## src/rtl/hdlc_deframer.sv

```systemverilog
`default_nettype none
// ============================================================================
// Module  : hdlc_deframer
// Brief   : HDLC receive deframer. A one-hot bit-stuffing detector feeds a
//           HUNT/SYNC/DATA frame FSM that strips stuffed zeros, finds flags
//           and assembles payload bytes LSB-first.
// Revision: 1.0  initial release
// ============================================================================
module hdlc_deframer #(
  parameter int MIN_BYTES = 4,
  parameter int MAX_BYTES = 64
) (
  input  logic       clk,
  input  logic       areset_n,
  input  logic       din_valid,
  input  logic       din,
  output logic       byte_valid,
  output logic [7:0] byte_data,
  output logic       frame_start,
  output logic       frame_end,
  output logic       frame_abort,
  output logic       in_frame
);

  localparam int CW = $clog2(MAX_BYTES + 2);

  localparam logic [9:0] S0 = 10'b0000000001;
  localparam logic [9:0] S1 = 10'b0000000010;
  localparam logic [9:0] S2 = 10'b0000000100;
  localparam logic [9:0] S3 = 10'b0000001000;
  localparam logic [9:0] S4 = 10'b0000010000;
  localparam logic [9:0] S5 = 10'b0000100000;
  localparam logic [9:0] S6 = 10'b0001000000;
  localparam logic [9:0] S7 = 10'b0010000000;
  localparam logic [9:0] S8 = 10'b0100000000;
  localparam logic [9:0] S9 = 10'b1000000000;

  localparam logic [CW-1:0] C_MIN_BYTES = CW'(MIN_BYTES);
  localparam logic [CW-1:0] C_MAX_BYTES = CW'(MAX_BYTES);
  localparam logic [CW-1:0] C_SAT_BYTES = CW'(MAX_BYTES + 1);

  typedef enum logic [1:0] {
    HUNT = 2'd0,
    SYNC = 2'd1,
    DATA = 2'd2
  } frame_state_t;

  logic [9:0]    r_det;
  logic [9:0]    w_det_next;
  frame_state_t  r_state;
  logic [2:0]    r_bit_cnt;
  logic [CW-1:0] r_byte_cnt;
  logic [7:0]    r_asm;
  logic [7:0]    w_asm_next;
  logic          w_is_discard;
  logic          w_is_flag;
  logic          w_is_error;
  logic          w_is_data;

  // Detector counts consecutive ones; S8/S9 mark stuffed zero / flag closure.
  always_comb begin
    w_det_next = S0;
    case (r_det)
      S0:      w_det_next = din ? S1 : S0;
      S1:      w_det_next = din ? S2 : S0;
      S2:      w_det_next = din ? S3 : S0;
      S3:      w_det_next = din ? S4 : S0;
      S4:      w_det_next = din ? S5 : S0;
      S5:      w_det_next = din ? S6 : S8;
      S6:      w_det_next = din ? S7 : S9;
      S7:      w_det_next = din ? S7 : S0;
      S8, S9:  w_det_next = din ? S1 : S0;
      default: w_det_next = S0;
    endcase
  end

  always_comb begin
    w_is_discard = (w_det_next == S8);
    w_is_flag    = (w_det_next == S9);
    w_is_error   = (w_det_next == S7);
    w_is_data    = !(w_is_discard || w_is_flag || w_is_error);
    w_asm_next   = r_asm;
    w_asm_next[r_bit_cnt] = din;
  end

  always_ff @(posedge clk or negedge areset_n) begin
    if (!areset_n) begin
      r_det       <= S0;
      r_state     <= HUNT;
      r_bit_cnt   <= 3'd0;
      r_byte_cnt  <= '0;
      r_asm       <= 8'h00;
      byte_valid  <= 1'b0;
      byte_data   <= 8'h00;
      frame_start <= 1'b0;
      frame_end   <= 1'b0;
      frame_abort <= 1'b0;
      in_frame    <= 1'b0;
    end else begin
      byte_valid  <= 1'b0;
      frame_start <= 1'b0;
      frame_end   <= 1'b0;
      frame_abort <= 1'b0;
      if (din_valid) begin
        r_det <= w_det_next;
        case (r_state)
          HUNT: begin
            if (w_is_flag) begin
              r_state    <= SYNC;
              r_bit_cnt  <= 3'd0;
              r_byte_cnt <= '0;
            end
          end
          SYNC, DATA: begin
            if (w_is_error) begin
              if (r_state == DATA) begin
                frame_abort <= 1'b1;
                in_frame    <= 1'b0;
              end
              r_state    <= HUNT;
              r_bit_cnt  <= 3'd0;
              r_byte_cnt <= '0;
            end else if (w_is_flag) begin
              // An aligned close leaves exactly the 7 flag-prefix bits pending.
              if (r_state == DATA) begin
                if ((r_bit_cnt == 3'd7) && (r_byte_cnt >= C_MIN_BYTES))
                  frame_end <= 1'b1;
                else
                  frame_abort <= 1'b1;
                in_frame <= 1'b0;
              end
              r_state    <= SYNC;
              r_bit_cnt  <= 3'd0;
              r_byte_cnt <= '0;
            end else if (w_is_data) begin
              r_asm <= w_asm_next;
              if (r_bit_cnt == 3'd7) begin
                r_bit_cnt <= 3'd0;
                if (r_byte_cnt == C_MAX_BYTES) begin
                  frame_abort <= 1'b1;
                  in_frame    <= 1'b0;
                  r_state     <= HUNT;
                  r_byte_cnt  <= C_SAT_BYTES;
                end else begin
                  byte_valid <= 1'b1;
                  byte_data  <= w_asm_next;
                  r_byte_cnt <= r_byte_cnt + 1'b1;
                  if (r_state == SYNC) begin
                    frame_start <= 1'b1;
                    in_frame    <= 1'b1;
                    r_state     <= DATA;
                  end
                end
              end else begin
                r_bit_cnt <= r_bit_cnt + 3'd1;
              end
            end
          end
          default: r_state <= HUNT;
        endcase
      end
    end
  end

endmodule
`default_nettype wire

```

## config.mk

```make
export PLATFORM = sky130hd
export DESIGN_NAME = hdlc_deframer
export DESIGN_NICKNAME = d
export VERILOG_FILES = /design/src/rtl/hdlc_deframer.sv
export SDC_FILE = /design/constraint.sdc
export NUM_CORES = 1
export LEC_CHECK = 0
export CAP_MARGIN = 20
export CORE_ASPECT_RATIO = 1.1
export CORE_MARGIN = 3
export CORE_UTILIZATION = 40
export CTS_BUF_LIST = sky130_fd_sc_hd__clkbuf_4 sky130_fd_sc_hd__clkbuf_8 sky130_fd_sc_hd__clkbuf_16
export DETAILED_ROUTE_END_ITERATION = 10
export DONT_BUFFER_PORTS = 1
export PLACE_DENSITY = 0.58
export SLEW_MARGIN = 20
export SYNTH_ARGS = -nofsm -noshare
export SYNTH_HDL_FRONTEND = slang
export SYNTH_SLANG_ARGS = --single-unit
```

## constraint.sdc

```tcl
create_clock -name clk -period 2.6 [get_ports clk]
set_input_delay 0.52 -clock clk [delete_from_list [all_inputs] [get_ports clk]]
set_output_delay 0.52 -clock clk [all_outputs]
set_load 0.01 [all_outputs]
```

======== Word level (Yosys, flattened, before mapping) ========
Index checks and enable logic that the tools add are counted.
storage, ports and cells
  register bits ........................... 43
  input port bits ......................... 4
  output and inout bits ................... 13
  word-level logic and storage cells ...... 129
cells by class
  add/sub/neg operators ................... 2
  magnitude comparators ................... 3
  equality and inequality tests ........... 22
  mux-type cells .......................... 71
  bitwise logic cells ..................... 4
  reductions and logical operators ........ 16
operators with widths
  kind                                             count
  one-hot mux 10 bit (8 select lines)              1
  two-way mux 7 bit                                6
  two-way mux 1 bit                                39
  == test 10 bit (second input constant)           2
  == test 10 x 8 -> 1 bit (second input constant)  2
  == test 10 x 9 -> 1 bit (second input constant)  2
  AND reduction 5 bit                              4
  two-way mux 3 bit                                6
  two-way mux 2 bit                                8
  one-hot mux 7 bit (2 select lines)               1
  == test 10 x 1 -> 1 bit (second input constant)  1
  == test 10 x 2 -> 1 bit (second input constant)  1
  == test 10 x 3 -> 1 bit (second input constant)  1
  == test 10 x 4 -> 1 bit (second input constant)  1
  == test 10 x 5 -> 1 bit (second input constant)  1
  == test 10 x 6 -> 1 bit (second input constant)  1
  == test 10 x 7 -> 1 bit (second input constant)  1
  two-way mux 10 bit                               1
  two-way mux 9 bit                                1
  bitwise mux 8 bit                                1
  two-way mux 8 bit                                1
  inequality test 4 bit (second input constant)    2
  adder 7 x 1 -> 7 bit (second input constant)     1
  == test 7 bit (second input constant)            1
  other kinds (27)                                 32

======== Logic depth before layout (Yosys ltp) ========
  depth after elaboration ................. 11
  depth in mapped cells ................... 8
  depth with buffers taken out ............ 7

======== Worst setup path before layout ========
No wires, ideal clock.
  path kind ............................... reg2reg
  start ................................... register r_det[3]
  end ..................................... register r_byte_cnt[4]
  library setup time ...................... 0.077 ns
  arrival time ............................ 2.319 ns
  data required time ...................... 2.523 ns
  setup slack ............................. 0.205 ns
  cell stages (with the launch flop) ...... 8
  buffers on the path ..................... 2
  period minus slack after synthesis ...... 2.395 ns
  cell sequence ........................... dfrtp_1 > buf_6 > or4_4 > buf_6 > o31a_4 > or4_4 > or3_1 > o21ai_1
on the way
  cells in the longest elaborated chain, start to end .. 8
  elaborated cells on any way between the ends .. 24
  those cells by class .................... 16 x eq/ne; 4 x mux; 4 x reduce/logical
ends and longest elaborated chain
  what                                                              RTL line  text
  start: declaration                                                48        logic [9:0] r_det;
  start signal: assignment                                          105       r_det <= w_det_next;
  == test 10 x 9 -> 1 bit (tied with other cells)                   63        case (r_det)
  OR reduction 3 bit (no line)                                      --
  one-hot mux 10 bit (8 select lines) *                             63
  == test 10 x 9 -> 1 bit / == test 10 bit (equally long branches)  78, 79
  logical OR 1 bit (2 in series)                                    81        w_is_data = !(w_is_discard || w_is_flag || w_is_error);
  inequality test 4 bit (no line)                                   --
  AND reduction 5 bit (no line)                                     --
  end signal: assignment                                            147       r_byte_cnt <= r_byte_cnt + 1'b1;
  end: declaration                                                  52        logic [CW-1:0] r_byte_cnt;
Mark *: on every way between the ends. The rest lies on a longest branch, timed or not.
A chain may end at the register's enable or synchronous reset.

======== Worst setup path in the final report ========
Same ends and word-level chain as after synthesis.

==> results.txt <==
Outcome: finished clean
Num CTS Buffers: 5
Most Frequent Cell on Critical Path: or4_4
Starting DRT DRC Count: 115
Worst setup EP type: register
Area of the die: 6993 um^2
Clk_skew: 0.01290 ns
Post-synth design cell area: 2410 um^2
Post-CTS Setup Inserts: 0
Clk root buf: clkbuf_8
Initial antenna violation count: 0
Synthesized flop and latch total: 43
DRT antenna net count: 0
Element type at the critical path start: register
RSZ-0062 raised after global routing: false
TritonCTS clock tree: built
Final instance area: 2648 um^2
FMAX: 420.3 MHz
Die H: 87.41 um
Biggest cell delay along the critical path: 0.61 ns
Max Root-Sink Buffers: 2
Period utilization: 91.51%
GRT overflow: 0
Crit path arrival time: 2.61 ns
Starting Density: 41.51%
Most frequent cells in the layout: 42 x dfrtp_1, 26 x nor2_1, 17 x nand2_1, 17 x a21oi_1, 14 x inv_1
Ant. Diodes: 0
Vias in the first global route: 1810
Largest net degree at the start of global routing: 43
Rows: 29
Fraction of layout cells with a size suffix above 1: 14.84%
Core area: 5806 um^2
Logic pwr share: 36.5%
EDFF count, synth: 0
Post-DP HPWL: 3554 um
Clk sinks: 43
Cells after Synth: 253
Syn avg cell area: 9.525 um^2
Critical path class: register to register
Vias per Instance: 5.595
Ys Warns: 0
Worst skew pair latency: 0.30 ns
CP max-delay cell: or4_4
Fin crit period: 2.379 ns
First-pass GRT wire length: 8742 um
Critical path's top delay family: simple AND/OR/NAND/NOR gates
Overall power: 0.002255 W
I/O pin total: 17
PwrDens: 851.9 nW/um^2
Slew HR: 54.14%
Routed WL: 5034 um
Clock power share: 20.1%
Final setup TNS: 0 ns
Fin. Hold Viols: 0
Internal power: 0.001398 W
Crit path buf inv count: 0
Filler instances: 558
Net Switching: 0.0008571 W
Max VDD drop: 0.3663 mV
Crit path cell chain: or4_4 -> o31a_4 -> or4_4 -> or3_1 -> o21ai_1
Pins Over Slew Limit: 0
Finish-stage setup viols: 0
GRT Util Overall: 15.82%
Net Sw Frac: 38.00%
DR DRC count: 0
Mapped Nets: 265
Placed cell area: 2512 um^2
Reg clk slew, reported paths: 0.09 ns
Port Buf Inserts: 0
Part of the power in registers: 43.4%
Top_reg_cell synth: dfrtp_1
Max cap viols: 0
Critical path fanouts, max: 8
TritonRoute pass-1 iters: 5
Worst-margin pin slew: 0.6842 ns
HP Class: primary input to asynchronous set/reset pin
Via count: 1863
Routed len/inst: 15.12 um
Most common cell after layout, fill and taps aside: dfrtp_1
Layout Nets: 267
Worst EP required: 2.83 ns
Leakage Power: 1.121 nW
Synth unique cells: 48
Die X: 80.01 um
Async set or reset register ratio after synthesis: 100.0%
H-tree depth: 2
GPL Wtd Cong: 0.8303
Seq/Total Area, Yosys: 44.70%
Area Growth Syn to Fin: 9.865%
-- cells by family after synthesis --
family,count (synthesis),share of synthesized area (%)
xor gates and xnor gates,2,0.7270
buffers and inverters,30,5.400
adders and majority gates,8,4.154
AOI/OAI and AO/OA,58,16.82
DFF,43,44.70
muxes,16,7.009
and+or+nand+nor,96,21.18
-- synthesized netlist by cell type, drive strengths merged (2+ instances only) --
cell	n	area, um^2
a211oi	2	20.02
a21oi	17	85.08
a221oi	3	26.28
a32o	3	30.03
and2	2	12.51
buf	4	32.53
clkbuf	12	45.04
dfrtp	42	1051
ha	8	100.1
inv	14	52.55
mux2	7	78.82
mux2i	9	90.09
nand2	17	63.81
nand2b	2	12.51
nand3	10	50.05
nand3b	5	37.54
nand4	3	18.77
nor2	26	97.59
nor3	8	40.04
nor3b	3	22.52
nor4	4	31.28
o211ai	6	45.04
o21ai	9	45.04
o22ai	3	18.77
o2bb2ai	3	26.28
o31ai	3	22.52
or2	3	18.77
or3	4	25.02
or4	7	60.06
xor2	2	17.52
-- repair_timing --
item	in CTS	in global routing
setup endpoints to repair	0	6
hold buffers	1	0
resized for setup	0	1
endpoints found under the hold margin	42	0
-- sequential cells by signal, summed over array words and instances, names as in the netlist --
register and count:
byte_data 8, byte_valid 1, frame_abort 1, frame_end 1, frame_start 1, in_frame 1, r_asm 8, r_bit_cnt 3
r_byte_cnt 7, r_det 10, r_state 2
-- cell type report --
cell class	instances	area, um^2	share of cell area [%]
multi-input cells	180	1220	46.08
clock buffers	6	82.58	3.119
flip-flops and latches	43	1077	40.69
clock inverters	2	16.27	0.6144
repair buffers	11	102.6	3.875
well taps	77	96.34	3.639
inverters	14	52.55	1.985
-- per-stage QoR --
stage	util (%)	hold WS (ns)	setup WS [ns]	instances
2_1_floorplan	-	0.2244	0.2046	253
4_1_cts	45.45	0.05123	0.08280	333
5_1_grt	45.60	0.03555	0.07788	333
3_3_place_gp	43.28	0.2262	0.1372	324
3_5_place_dp	43.28	0.2257	0.08357	324
6_report	45.60	0.04559	0.2208	333
-- power by group through the flow --
stage | Sequential [W] | Clock, W | Combinational (W)
2_1_floorplan | 0.000935 | 0 | 0.000647
3_3_place_gp | 0.000989 | 0 | 0.000793
3_5_place_dp | 0.000993 | 0 | 0.000799
4_1_cts | 0.000980 | 0.000471 | 0.000821
5_1_grt | 0.00101 | 0.000500 | 0.000936
6_report | 0.000979 | 0.000453 | 0.000823
-- metal layers --
layer	up-vias	GRT usage, %	part of all wire (%)
met1	894	21.32	48
met2	42	25.08	47
met5	-	0	0
met3	4	4.141	4.5
met4	0	4.455	0.83
li1	923	-	-
-- final timing paths --
check,from,to,slack (ns),cells after the start
min in group clk,din_valid,r_det[0],0.29,1
max reg2reg,r_det[3],r_byte_cnt[4],0.22,5
max,r_det[3],r_byte_cnt[4],0.22,5
min reg2reg,r_asm[0],r_asm[0],0.52,1
min,areset_n,r_state[1],0.05,1
max in group asynchronous,areset_n,r_det[7],2.33,1
Note: power is estimated with default switching activity, not from simulation.
